### src/rtl/restador_serial_5bits_pkg.sv
// Shared calculator definitions for the bit-serial subtractor: operand width, FSM encoding
// and the counter-width helper.
package restador_serial_5bits_pkg;

  localparam int unsigned OpWidth = 5;

  typedef enum logic [1:0] {
    StIdle  = 2'd0,
    StShift = 2'd1,
    StFix   = 2'd2,
    StDone  = 2'd3
  } state_e;

  // Bit counter width for an n-bit operand; never narrower than one bit.
  function automatic int unsigned cnt_width(input int unsigned n);
    return (n > 1) ? $clog2(n) : 1;
  endfunction

endpackage

### src/rtl/restador_serial_5bits_resta_0.sv
// resta_0: combinational one-bit full subtractor (d = a - b - bin, bout = borrow out).
module resta_0 (
  input  logic a,
  input  logic b,
  input  logic bin,
  output logic d,
  output logic bout
);

  assign d    = a ^ b ^ bin;
  assign bout = (~a & b) | (~(a ^ b) & bin);

endmodule

### src/rtl/restador_serial_5bits.sv
// Bit-serial unsigned subtractor x = a - b, LSB first, with start/busy/done handshake.
// Define RESTA_MAGNITUD_EN for a sign-magnitude result (adds the FIX state, latency N+1).
module restador_serial_5bits
  import restador_serial_5bits_pkg::*;
#(
  parameter int unsigned N = OpWidth
) (
  input  logic         clk,
  input  logic         rst,
  input  logic         start,
  input  logic [N-1:0] a,
  input  logic [N-1:0] b,
  output logic [N:0]   x,
  output logic         busy,
  output logic         done
);

  localparam int unsigned CntW = cnt_width(N);

  state_e            state_q, state_d;
  logic [N-1:0]      a_q, b_q, diff_q;
  logic              borrow_q;
  logic [CntW-1:0]   cnt_q;
  logic [N:0]        x_q;
  logic              d_bit, bout_bit, last_bit, accept;

  resta_0 u_resta (
    .a    (a_q[0]),
    .b    (b_q[0]),
    .bin  (borrow_q),
    .d    (d_bit),
    .bout (bout_bit)
  );

  assign last_bit = (cnt_q == CntW'(N - 1));
  assign accept   = start && ((state_q == StIdle) || (state_q == StDone));

`ifdef RESTA_MAGNITUD_EN
  logic [N-1:0] diff_neg;
  assign diff_neg = ~diff_q + {{(N-1){1'b0}}, 1'b1};
`endif

  always_ff @(posedge clk) begin
    if (rst) state_q <= StIdle;
    else     state_q <= state_d;
  end

  always_comb begin
    state_d = state_q;
    case (state_q)
      StIdle:  if (start) state_d = StShift;
      StShift: begin
        if (last_bit) begin
`ifdef RESTA_MAGNITUD_EN
          state_d = StFix;
`else
          state_d = StDone;
`endif
        end
      end
      StFix:   state_d = StDone;
      StDone:  state_d = start ? StShift : StIdle;
      default: state_d = StIdle;
    endcase
  end

  always_comb begin
    busy = (state_q == StShift) || (state_q == StFix);
    done = (state_q == StDone);
    x    = x_q;
  end

  always_ff @(posedge clk) begin
    if (rst) begin
      a_q      <= '0;
      b_q      <= '0;
      diff_q   <= '0;
      borrow_q <= 1'b0;
      cnt_q    <= '0;
      x_q      <= '0;
    end else if (accept) begin
      a_q      <= a;
      b_q      <= b;
      borrow_q <= 1'b0;
      cnt_q    <= '0;
    end else if (state_q == StShift) begin
      a_q      <= a_q >> 1;
      b_q      <= b_q >> 1;
      borrow_q <= bout_bit;
      cnt_q    <= cnt_q + CntW'(1);
      // Difference bits enter at the MSB so the LSB lands at bit 0 after N shifts.
      diff_q   <= {d_bit, diff_q[N-1:1]};
`ifndef RESTA_MAGNITUD_EN
      if (last_bit) x_q <= {bout_bit, d_bit, diff_q[N-1:1]};
`endif
    end
`ifdef RESTA_MAGNITUD_EN
    else if (state_q == StFix) begin
      x_q <= borrow_q ? {1'b1, diff_neg} : {1'b0, diff_q};
    end
`endif
  end

endmodule

### config.mk
export PLATFORM = sky130hd
export DESIGN_NAME = restador_serial_5bits
export DESIGN_NICKNAME = d
export VERILOG_FILES = /design/src/rtl/restador_serial_5bits_pkg.sv /design/src/rtl/restador_serial_5bits_resta_0.sv /design/src/rtl/restador_serial_5bits.sv
export SDC_FILE = /design/constraint.sdc
export NUM_CORES = 1
export LEC_CHECK = 0
export ABC_AREA = 0
export BUFFER_PORTS_ARGS = -buffer_cell sky130_fd_sc_hd__buf_2
export CAP_MARGIN = 20
export CORE_ASPECT_RATIO = 1.75
export CORE_UTILIZATION = 40
export DETAILED_ROUTE_END_ITERATION = 8
export SYNTH_ARGS = -nofsm -noshare
export SYNTH_HDL_FRONTEND = slang
export SYNTH_SLANG_ARGS = --single-unit
### constraint.sdc
create_clock -name clk -period 1.45 [get_ports clk]
set_input_delay 0.145 -clock clk [delete_from_list [all_inputs] [get_ports clk]]
set_output_delay 0.145 -clock clk [all_outputs]
set_load 0.05 [all_outputs]
==> summary.md, run 1 <==
| Metric | Value |
|---|---|
| Crit path kind | flop to flop |
| Largest area contributor in the netlist | dfxtp_1 |
| Yosys warns | 0 |
| FF-to-FF Start | state_q[0] |
| Status | finished with violations |
| TritonCTS clock tree | built |
| Num CTS Buffers | 3 |
| CP Data Required Time | 1.65 ns |
| Final Max Slew Viols | 0 |
| Register area share after synthesis | 43.2% |
| Worst Path Max Fanout | 4 |
| Die height | 74.6 um |
| Reg2reg path depth | 5 |
| Core Rows | 26 |
| Hold path endpoint | b_q[4] |
| DRT iter0 DRCs | 19 |
| Startpoint types | flop |
| Pre-antenna DRT Iters | 6 |
| Root buffer cell | clkbuf_8 |
| Syn_area_per_cell | 9.73 um^2 |
| TNS Setup | 0 ns |
| Layout net count | 167 |
| Top_reg_cell synth | dfxtp_1 |
| Worst-Margin Slew | 0.299 ns |
| PortBufs | 20 |
| DRC viols | 6 |
| Top cell type's share of synthesized area | 43.2% |
| Post-route clock period utilization | 96.1% |
| Post-synth cell types | 27 |
| Global-route wire length before repair | 3740 um |
| Hold/Removal Path Class | input port to flop |
| Leak | 0.000592 uW |
| Most common cell after layout, fill and taps aside | dfxtp_1 |
| Placed instance area | 1350 um^2 |
| Die area | 3250 um^2 |
| Slew headroom | 80.1% |
| PD cells | 2080 nW/um^2 |
| Final wirelength | 2250 um |
| FF+latch count, synth | 26 |
| Clock Skew | 0.00259 ns |
| Worst VDD drop | 1.58 mV |
| CORE AREA | 2900 um^2 |
| Maxcap violations | 0 |
| Clock Tree Buf Depth | 2 |
| Clk sinks | 26 |
| R2r endpoint | state_q[1] |
| Hold Path Origin | b[4] |
| Hold buffers post-CTS | 0 |
| Gpl congestion | 0.700 |
| Largest net degree at the start of global routing | 21 |
| Initial core utilization | 41.7% |
| CP Data Arrival Time | 1.60 ns |
| Commonest non-fill, non-tap cells in the layout | dfxtp_1 (24), buf_2 (20), mux2i_1 (18) |
| Vias in the first global route | 878 |
| ANT nets after route | 0 |
| Hold path cells | 3 |
| Final instance area | 1480 um^2 |
| R2R Setup Slk | 0.06 ns |
| Layout cells sized above 1 | 30.1% |
| H-tree levels | 1 |
| Failing checks | design-rule violations |
| Routed len/inst | 12.9 um |
| DR vias/cell | 5.19 |
| Final min period | 1.39 ns |
| Die W | 43.5 um |
| Via count | 903 |
| Crit. End Element | flop |
| Hold Vio Cnt, Final | 0 |
| IO Pins | 21 |
| Final setup fails | 0 |
| Initial antenna violation count | 0 |
| ANT cells | 0 |
| FMAX | 0.717 GHz |
| Syn_nets | 144 |
| Clk Latency, worst-skew pair | 0.27 ns |
| Grt total ovfl | 0 |
| DP HPWL | 1630 um |
| EDFF count, synth | 0 |
| Clock transition at path regs | 0.09 ns |
| Post-synthesis async set-or-reset flop share | 0% |
| Leading post-synthesis cells by cell area | dfxtp_1 (43%), mux2i_1 (15%), ha_1 (6.2%), a211oi_1 (5.6%), nand2_1 (4.0%) |
| Synth Instances | 124 |
| Mapped Area | 1210 um^2 |
| Global Route Usage Sum | 15.4% |
| Area grow syn2layout | 22.3% |
stage by stage:
| stage | setup WS [ns] | hold slack (ns) | total power (uW) | utilization [%] | cells |
|---|---|---|---|---|---|
| finish | 0.0561 | 0.111 | 3070 | 51.0 | 174 |
| global route | -0.0124 | 0.111 | 3280 | 51.0 | 174 |
| CTS | 0.00511 | 0.106 | 2960 | 49.2 | 173 |
| detailed placement | -0.0372 | 0.402 | 2350 | 46.7 | 169 |
| global placement | 0.0406 | 0.398 | 2300 | 46.7 | 169 |
| floorplan | 0.00285 | 0.281 | 2100 | - | 124 |
worst max path at each step:
stage	start	endpoint	slack (ns)
2_1_floorplan	state_q[1]	x[5]	0.003
3_3_place_gp	state_q[0]	a_q[2]	0.04
3_5_place_dp	state_q[1]	x[4]	-0.04
4_1_cts	state_q[1]	x[4]	0.005
5_1_grt	state_q[0]	a_q[1]	-0.01
6_report	state_q[0]	state_q[1]	0.06
registers in the layout, indices dropped and copies added, names as in the netlist:
signal,count
a_q,5
x,6
state_q,2
borrow_q,1
cnt_q,3
diff_q,4
b_q,5
worst max-delay path, cell delays in order, from the launching register on:
cell and delay [ns]:
dfxtp_2 0.34, buf_4 0.13, ha_2 0.20, a21boi_4 0.15
or3b_1 0.37, a21oi_1 0.14
cell usage after synthesis, types with 2 or more instances:
master,n
a21oi_1,3
mux2i_1,18
a211oi_1,9
dfxtp_1,26
nor2b_1,2
o21ai_0,2
nand2_1,13
ha_1,6
inv_1,7
nor3_1,3
nand3b_1,2
clkbuf_1,3
buf_4,4
nor2_1,13
logic make-up after synthesis:
group	after synthesis	synth area share (%)
compound gates	19	11.8
xor+xnor	2	1.45
fa+ha+maj	7	7.88
buf+inv	15	6.54
flops	26	43.2
mux	18	14.9
simple gates	37	14.2
area by class of cell:
type	instances	area, um^2
fillers	280	1420
multi-input cells	83	658
flip-flops and latches	26	523
repair buffers	26	161
clock buffers	3	41.3
well taps	28	35.0
clock inverters	1	30.0
inverters	7	26.3
what timing repair did:
action | CTS | global route
resized for setup | 2 | 11
buffers inserted | 0 | 2
setup endpoints to repair | 7 | 17
pin swaps | 1 | 2
layer usage:
layer / vias up / part of all wire [%] / GRT usage (%)
met3: 4 / 3.3 / 2.16
met4: 0 / 2.0 / 9.38
li1: 466 / - / -
met5: - / 0 / 0
met2: 17 / 54 / 26.8
met1: 416 / 41 / 17.6
power breakdown:
group	internal, uW	leakage [uW]	switching (uW)
combinational	687	0.000343	781
sequential	894	0.000213	114
clock	369	0.0000357	225
No activity file was read; power rests on OpenSTA's default activity.
==> run 2: changes to the inputs <==
--- a/config.mk
+++ b/config.mk
@@ -9,6 +9,7 @@
 export BUFFER_PORTS_ARGS = -buffer_cell sky130_fd_sc_hd__buf_2
 export CAP_MARGIN = 20
 export CORE_ASPECT_RATIO = 1.75
+export CORE_MARGIN = 2
 export CORE_UTILIZATION = 40
 export DETAILED_ROUTE_END_ITERATION = 8
 export SYNTH_ARGS = -nofsm -noshare
==> summary.md, run 2 (synthesized netlist as in run 1, its figures left out) <==
| Metric | Value |
|---|---|
| Status | finished, final reports clean |
| Global Route Usage Sum | 14.4% (-1.0 points) |
| Gpl congestion | 0.711 (+1.6%) |
| CORE AREA | 2900 um^2 (unchanged) |
| Crit path kind | flop to flop |
| Post-route clock period utilization | 96.8% (+0.64 points) |
| TNS Setup | 0 ns (unchanged) |
| Worst Path Max Fanout | 6 (+2) |
| Worst Path Buf+Inv | 2 (+1) |
| Commonest non-fill, non-tap cells in the layout | dfxtp_1 (24), buf_2 (20), mux2i_1 (18) |
| Final wirelength | 2270 um (+1.0%) |
| IO Pins | 21 (unchanged) |
| Die area | 3490 um^2 (+7.4%) |
| Vias in the first global route | 831 (-5.4%) |
| DR vias/cell | 5.26 (+1.4%) |
| Layout cells sized above 1 | 29.1% (-1.1 points) |
| Worst-Margin Slew | 0.316 ns (+0.0177 ns) |
| Pre-antenna DRT Iters | 3 (-3) |
| Final setup fails | 0 (unchanged) |
| Slowest stage cell, crit path | dfxtp_2 |
| Layout net count | 169 (+1.2%) |
| Worst VDD drop | 1.83 mV (+16%) |
| Final setup margin | 0.0467 ns (-0.00933 ns) |
| Final instance area | 1450 um^2 (-1.4%) |
| Leak | 0.000589 uW (-0.56%) |
| Hold Vio Cnt, Final | 0 (unchanged) |
| Die W | 45.5 um (+4.6%) |
| Global-route wire length before repair | 3790 um (+1.3%) |
| Startpoint types | flop |
| Number of flip-flops in the largest register | 6 (unchanged) |
| Hold buffers post-CTS | 0 (unchanged) |
| Area grow syn2layout | 20.5% |
| Routed len/inst | 12.9 um (-0.12%) |
| RSZ-0062 raised after global routing | true |
| Final min period | 1.40 ns (+0.00933 ns) |
| Final Max Slew Viols | 0 (unchanged) |
| H-tree levels | 1 (unchanged) |
| Slew headroom | 78.9% (-1.2 points) |
| Grt total ovfl | 0 (unchanged) |
| Core Rows | 26 (unchanged) |
| Maxcap violations | 0 (unchanged) |
| Clk Latency, worst-skew pair | 0.27 ns (about the same) |
| DRC viols | 0 (-6) |
| Num CTS Buffers | 3 (unchanged) |
| Largest net degree at the start of global routing | 21 (unchanged) |
| PD cells | 2010 nW/um^2 (-3.2%) |
| Hold Path Origin | b[4] |
| Initial core utilization | 41.7% (unchanged) |
| Worst setup path startpoint | state_q[0] |
| Most common cell after layout, fill and taps aside | dfxtp_1 |
| Clock Tree Buf Depth | 2 (unchanged) |
| Setup WS pre-CTS | -0.00430 ns (+0.0329 ns) |
| Clock transition at path regs | 0.09 ns (about the same) |
| Crit path max-delay family | flip-flops |
| FMAX | 0.713 GHz (-0.66%) |
| Die height | 76.6 um (+2.7%) |
| CP Data Arrival Time | 1.61 ns (about the same) |
| Clk sinks | 26 (unchanged) |
| Placed instance area | 1350 um^2 (unchanged) |
| ANT nets after route | 0 (unchanged) |
| Worst path cell trace | inv_2 -> ha_4 -> nor2b_1 -> buf_4 -> nor2_4 -> mux2i_1 |
| Crit. End Element | flop |
| Clock Skew | 0.00238 ns (-0.000216 ns) |
| DRT iter0 DRCs | 15 (-4) |
| CP Data Required Time | 1.65 ns (about the same) |
| Worst path max stage delay | 0.37 ns (about the same) |
| DP HPWL | 1660 um (+1.5%) |
| ANT cells | 0 (unchanged) |
| TritonCTS clock tree | built |
| Via count | 926 (+2.5%) |
| Initial antenna violation count | 0 (unchanged) |
| Root buffer cell | clkbuf_8 |
| PortBufs | 20 (unchanged) |
| Hold/Removal Path Class | input port to flop |
| FF-to-FF Start | state_q[0] |
==> run 2: worst paths after layout <==
kind         slack (ns)  cells after the start      to
max reg2reg        0.05                      6    x[3]
min                0.10                      3  b_q[4]
min reg2reg        0.46                      2    x[1]
max                0.05                      6    x[3]
==> run 2: stage by stage <==
stage	std cells	hold WS (ns)	power [uW]	util, %
after global routing	176	0.101	3150	50.2
after CTS	173	0.101	2860	49.0
after global placement	169	0.395	2280	46.7
final	176	0.104	2930	50.2
after floorplan	124	0.281	2100	-
after detailed placement	169	0.394	2340	46.7
==> run 2: where the power goes <==
group          internal [uW]  total, uW  switching, uW
sequential               894       1010            114
combinational            695       1450            756
clock                    243        469            226
total                   1830       2930           1100
==> run 2: worst register-to-register path, cell delays in order (launching register included) <==
cell     delay (ns)
dfxtp_2        0.37
inv_2          0.06
ha_4           0.29
nor2b_1        0.05
buf_4          0.14
nor2_4         0.22
mux2i_1        0.21
==> run 2: per-layer routing <==
| metal | up-vias | global-route usage, % | share of wire [%] |
|---|---|---|---|
| met4 | 0 | 7.94 | 2.3 |
| met1 | 433 | 17.0 | 41 |
| met2 | 18 | 23.4 | 53 |
| met5 | - | 0 | 0 |
| li1 | 470 | - | - |
| met3 | 5 | 2.13 | 3.3 |
==> run 2: timing repair <==
| item | CTS | global route |
|---|---|---|
| pin swaps | 1 | 2 |
| resized for setup | 3 | 5 |
| hold endpoints to repair | 0 | 0 |
| setup endpoints to repair | 7 | 10 |
| setup buffers | 0 | 3 |
==> run 2: final cells by class <==
type	count	area, um^2
Fill cell	275	1440
Multi-Input combinational cell	83	638
Sequential cell	26	523
Timing Repair Buffer	28	176
Clock buffer	4	55.1
Tap cell	28	35.0
Inverter	7	26.3
==> run 3: changes to the inputs <==
--- a/config.mk
+++ b/config.mk
@@ -8,7 +8,7 @@
 export ABC_AREA = 0
 export BUFFER_PORTS_ARGS = -buffer_cell sky130_fd_sc_hd__buf_2
 export CAP_MARGIN = 20
-export CORE_ASPECT_RATIO = 1.75
+export CORE_ASPECT_RATIO = 0.6
 export CORE_MARGIN = 2
 export CORE_UTILIZATION = 40
 export DETAILED_ROUTE_END_ITERATION = 8
==> summary.md, run 3 (synthesized netlist as in run 1, its figures left out) <==
| Metric | Value |
|---|---|
| R2r endpoint | state_q[0] |
| DRC viols | 0 (unchanged) |
| Clk sinks | 26 (unchanged) |
| Vias in the first global route | 876 (+5.4%) |
| IO Pins | 21 (unchanged) |
| ANT nets after route | 0 (unchanged) |
| Final instance area | 1460 um^2 (about the same) |
| Met3 usage | 4.81% (+2.7 points) |
| Worst Path Max Fanout | 4 (-2) |
| CP Data Required Time | 1.61 ns (-0.04 ns) |
| PortBufs | 20 (unchanged) |
| Final cell count without fillers | 187 (+6.3%) |
| Global-route wire length before repair | 3860 um (+2.0%) |
| Final Max Slew Viols | 0 (unchanged) |
| Hold Path Origin | a[4] |
| Layout net count | 166 (-1.8%) |
| FMAX | 0.702 GHz (-1.5%) |
| Final setup fails | 0 (unchanged) |
| DP HPWL | 1740 um (+5.3%) |
| Area occupied by multi-input gates | 642 um^2 (+0.59%) |
| Root buffer cell | clkbuf_8 |
| Met1 Usage GRT | 18.7% (+1.7 points) |
| Clock transition at path regs | 0.09 ns (about the same) |
| FF+latch area | 523 um^2 (unchanged) |
| Gpl congestion | 0.689 (-3.1%) |
| M2 GR Usage | 25.4% (+2.1 points) |
| Leak | 0.000579 uW (-1.7%) |
| Global Route Usage Sum | 15.2% (+0.78 points) |
| Hold path cells | 3 (unchanged) |
| Core Rows | 15 (-42%) |
| Hold path endpoint | a_q[4] |
| Clock Skew | 0.00422 ns (+0.00184 ns) |
| CP Data Arrival Time | 1.58 ns (-0.03 ns) |
| Via count | 910 (-1.7%) |
| Largest net degree at the start of global routing | 21 (unchanged) |
| Most common cell after layout, fill and taps aside | dfxtp_1 |
| Worst-Margin Slew | 0.327 ns (+0.0105 ns) |
| Commonest non-fill, non-tap cells in the layout | dfxtp_1 (24), buf_2 (19), mux2i_1 (18) |
| H-tree levels | 1 (unchanged) |
| Final Power | 2920 uW (-0.38%) |
| Hold Vio Cnt, Final | 0 (unchanged) |
| Final wirelength | 2420 um (+6.8%) |
| Die W | 74.9 um (+65%) |
| Worst VDD drop | 0.739 mV (-60%) |
| CORE AREA | 2870 um^2 (-0.82%) |
| Reg2reg path depth | 5 (-1) |
| FF-to-FF Start | state_q[1] |
| Initial antenna violation count | 0 (unchanged) |
| Die height | 46.5 um (-39%) |
| Status | finished, final reports clean |
| Num CTS Buffers | 3 (unchanged) |
| Placed instance area | 1370 um^2 (+1.3%) |
| Layout cells sized above 1 | 26.9% (-2.2 points) |
| Routed len/inst | 13.0 um (+0.55%) |
| Die area | 3490 um^2 (about the same) |
| Grt peak-use layer | met2 |
| Placed insts | 183 (+8.3%) |
| DRT iter0 DRCs | 37 (+22) |
| FILL cells | 268 (-2.5%) |
| Crit. End Element | flop |
| RSZ-0062 raised after global routing | true |
| PD cells | 2000 nW/um^2 (-0.46%) |
| Post-route clock period utilization | 98.3% (+1.5 points) |
| TritonCTS clock tree | built |
| Startpoint types | flop |
| Maxcap violations | 0 (unchanged) |
| Grt total ovfl | 0 (unchanged) |
| R2R Setup Slk | 0.02 ns (-0.02 ns) |
| Area grow syn2layout | 20.6% (about the same) |
| Clk Latency, worst-skew pair | 0.27 ns (about the same) |
| Postcts setup bufs | 0 (unchanged) |
| ANT cells | 0 (unchanged) |
| Hold/Removal Path Class | input port to flop |
| Initial core utilization | 42.0% (+0.34 points) |
| Crit path kind | flop to flop |
| Final min period | 1.43 ns (+0.0218 ns) |
| Number of flip-flops in the largest register | 6 (unchanged) |
| Pre-antenna DRT Iters | 4 (+1) |
| Slew headroom | 78.2% (-0.70 points) |
| Clock Tree Buf Depth | 2 (unchanged) |
| DR vias/cell | 4.87 (-7.5%) |
## run 3: repair_timing
item,CTS,global route
cloned,0,0
gates resized for setup,4,5
setup endpoints to repair,5,9
pin swaps,0,0
hold buffers,0,0
## run 3: through the flow
stage               hold WS (ns)  TNS (ns)  worst slack (ns)  utilization [%]
floorplan                  0.281         0           0.00285                -
global placement           0.400         0            0.0717             47.7
detailed placement         0.403  -0.00418          -0.00415             47.7
CTS                        0.119         0            0.0230             50.1
global route               0.135   -0.0548           -0.0241             50.7
finish                     0.120         0            0.0249             50.7
## run 3: final cells by class
cell class                 instances  share of cell area (%)
multi-input combinational         83                    44.1
sequential                        26                    35.9
timing repair buffer              25                    10.7
clock buffer                       4                    3.78
tap                               42                    3.61
inverter                           7                    1.81
## run 3: critical path, stage by stage, from the launching register on
cell      delay (ns)
dfxtp_2         0.34
inv_1           0.13
ha_2            0.25
a21boi_1        0.28
o21ai_0         0.16
o311a_1         0.14
## run 3: worst max-delay path by stage
stage	startpoint	endpoint	slack, ns	depth (start not counted)
final	state_q[1]	state_q[0]	0.02	5
after global routing	state_q[1]	x[5]	-0.02	5
after CTS	state_q[1]	state_q[1]	0.02	5
after detailed placement	state_q[1]	a_q[4]	-0.004	6
after global placement	state_q[1]	state_q[1]	0.07	5
after floorplan	state_q[1]	x[5]	0.003	6
## run 3: metal layers
layer | up-vias | routed length (um)
met5 | - | 0
met3 | 2 | 92
met1 | 428 | 1170
li1 | 467 | -
met2 | 13 | 1140
met4 | 0 | 19
## run 3: power breakdown
group | switching (uW) | internal [uW]
sequential | 116 | 894
combinational | 778 | 666
clock | 220 | 243
total | 1110 | 1800
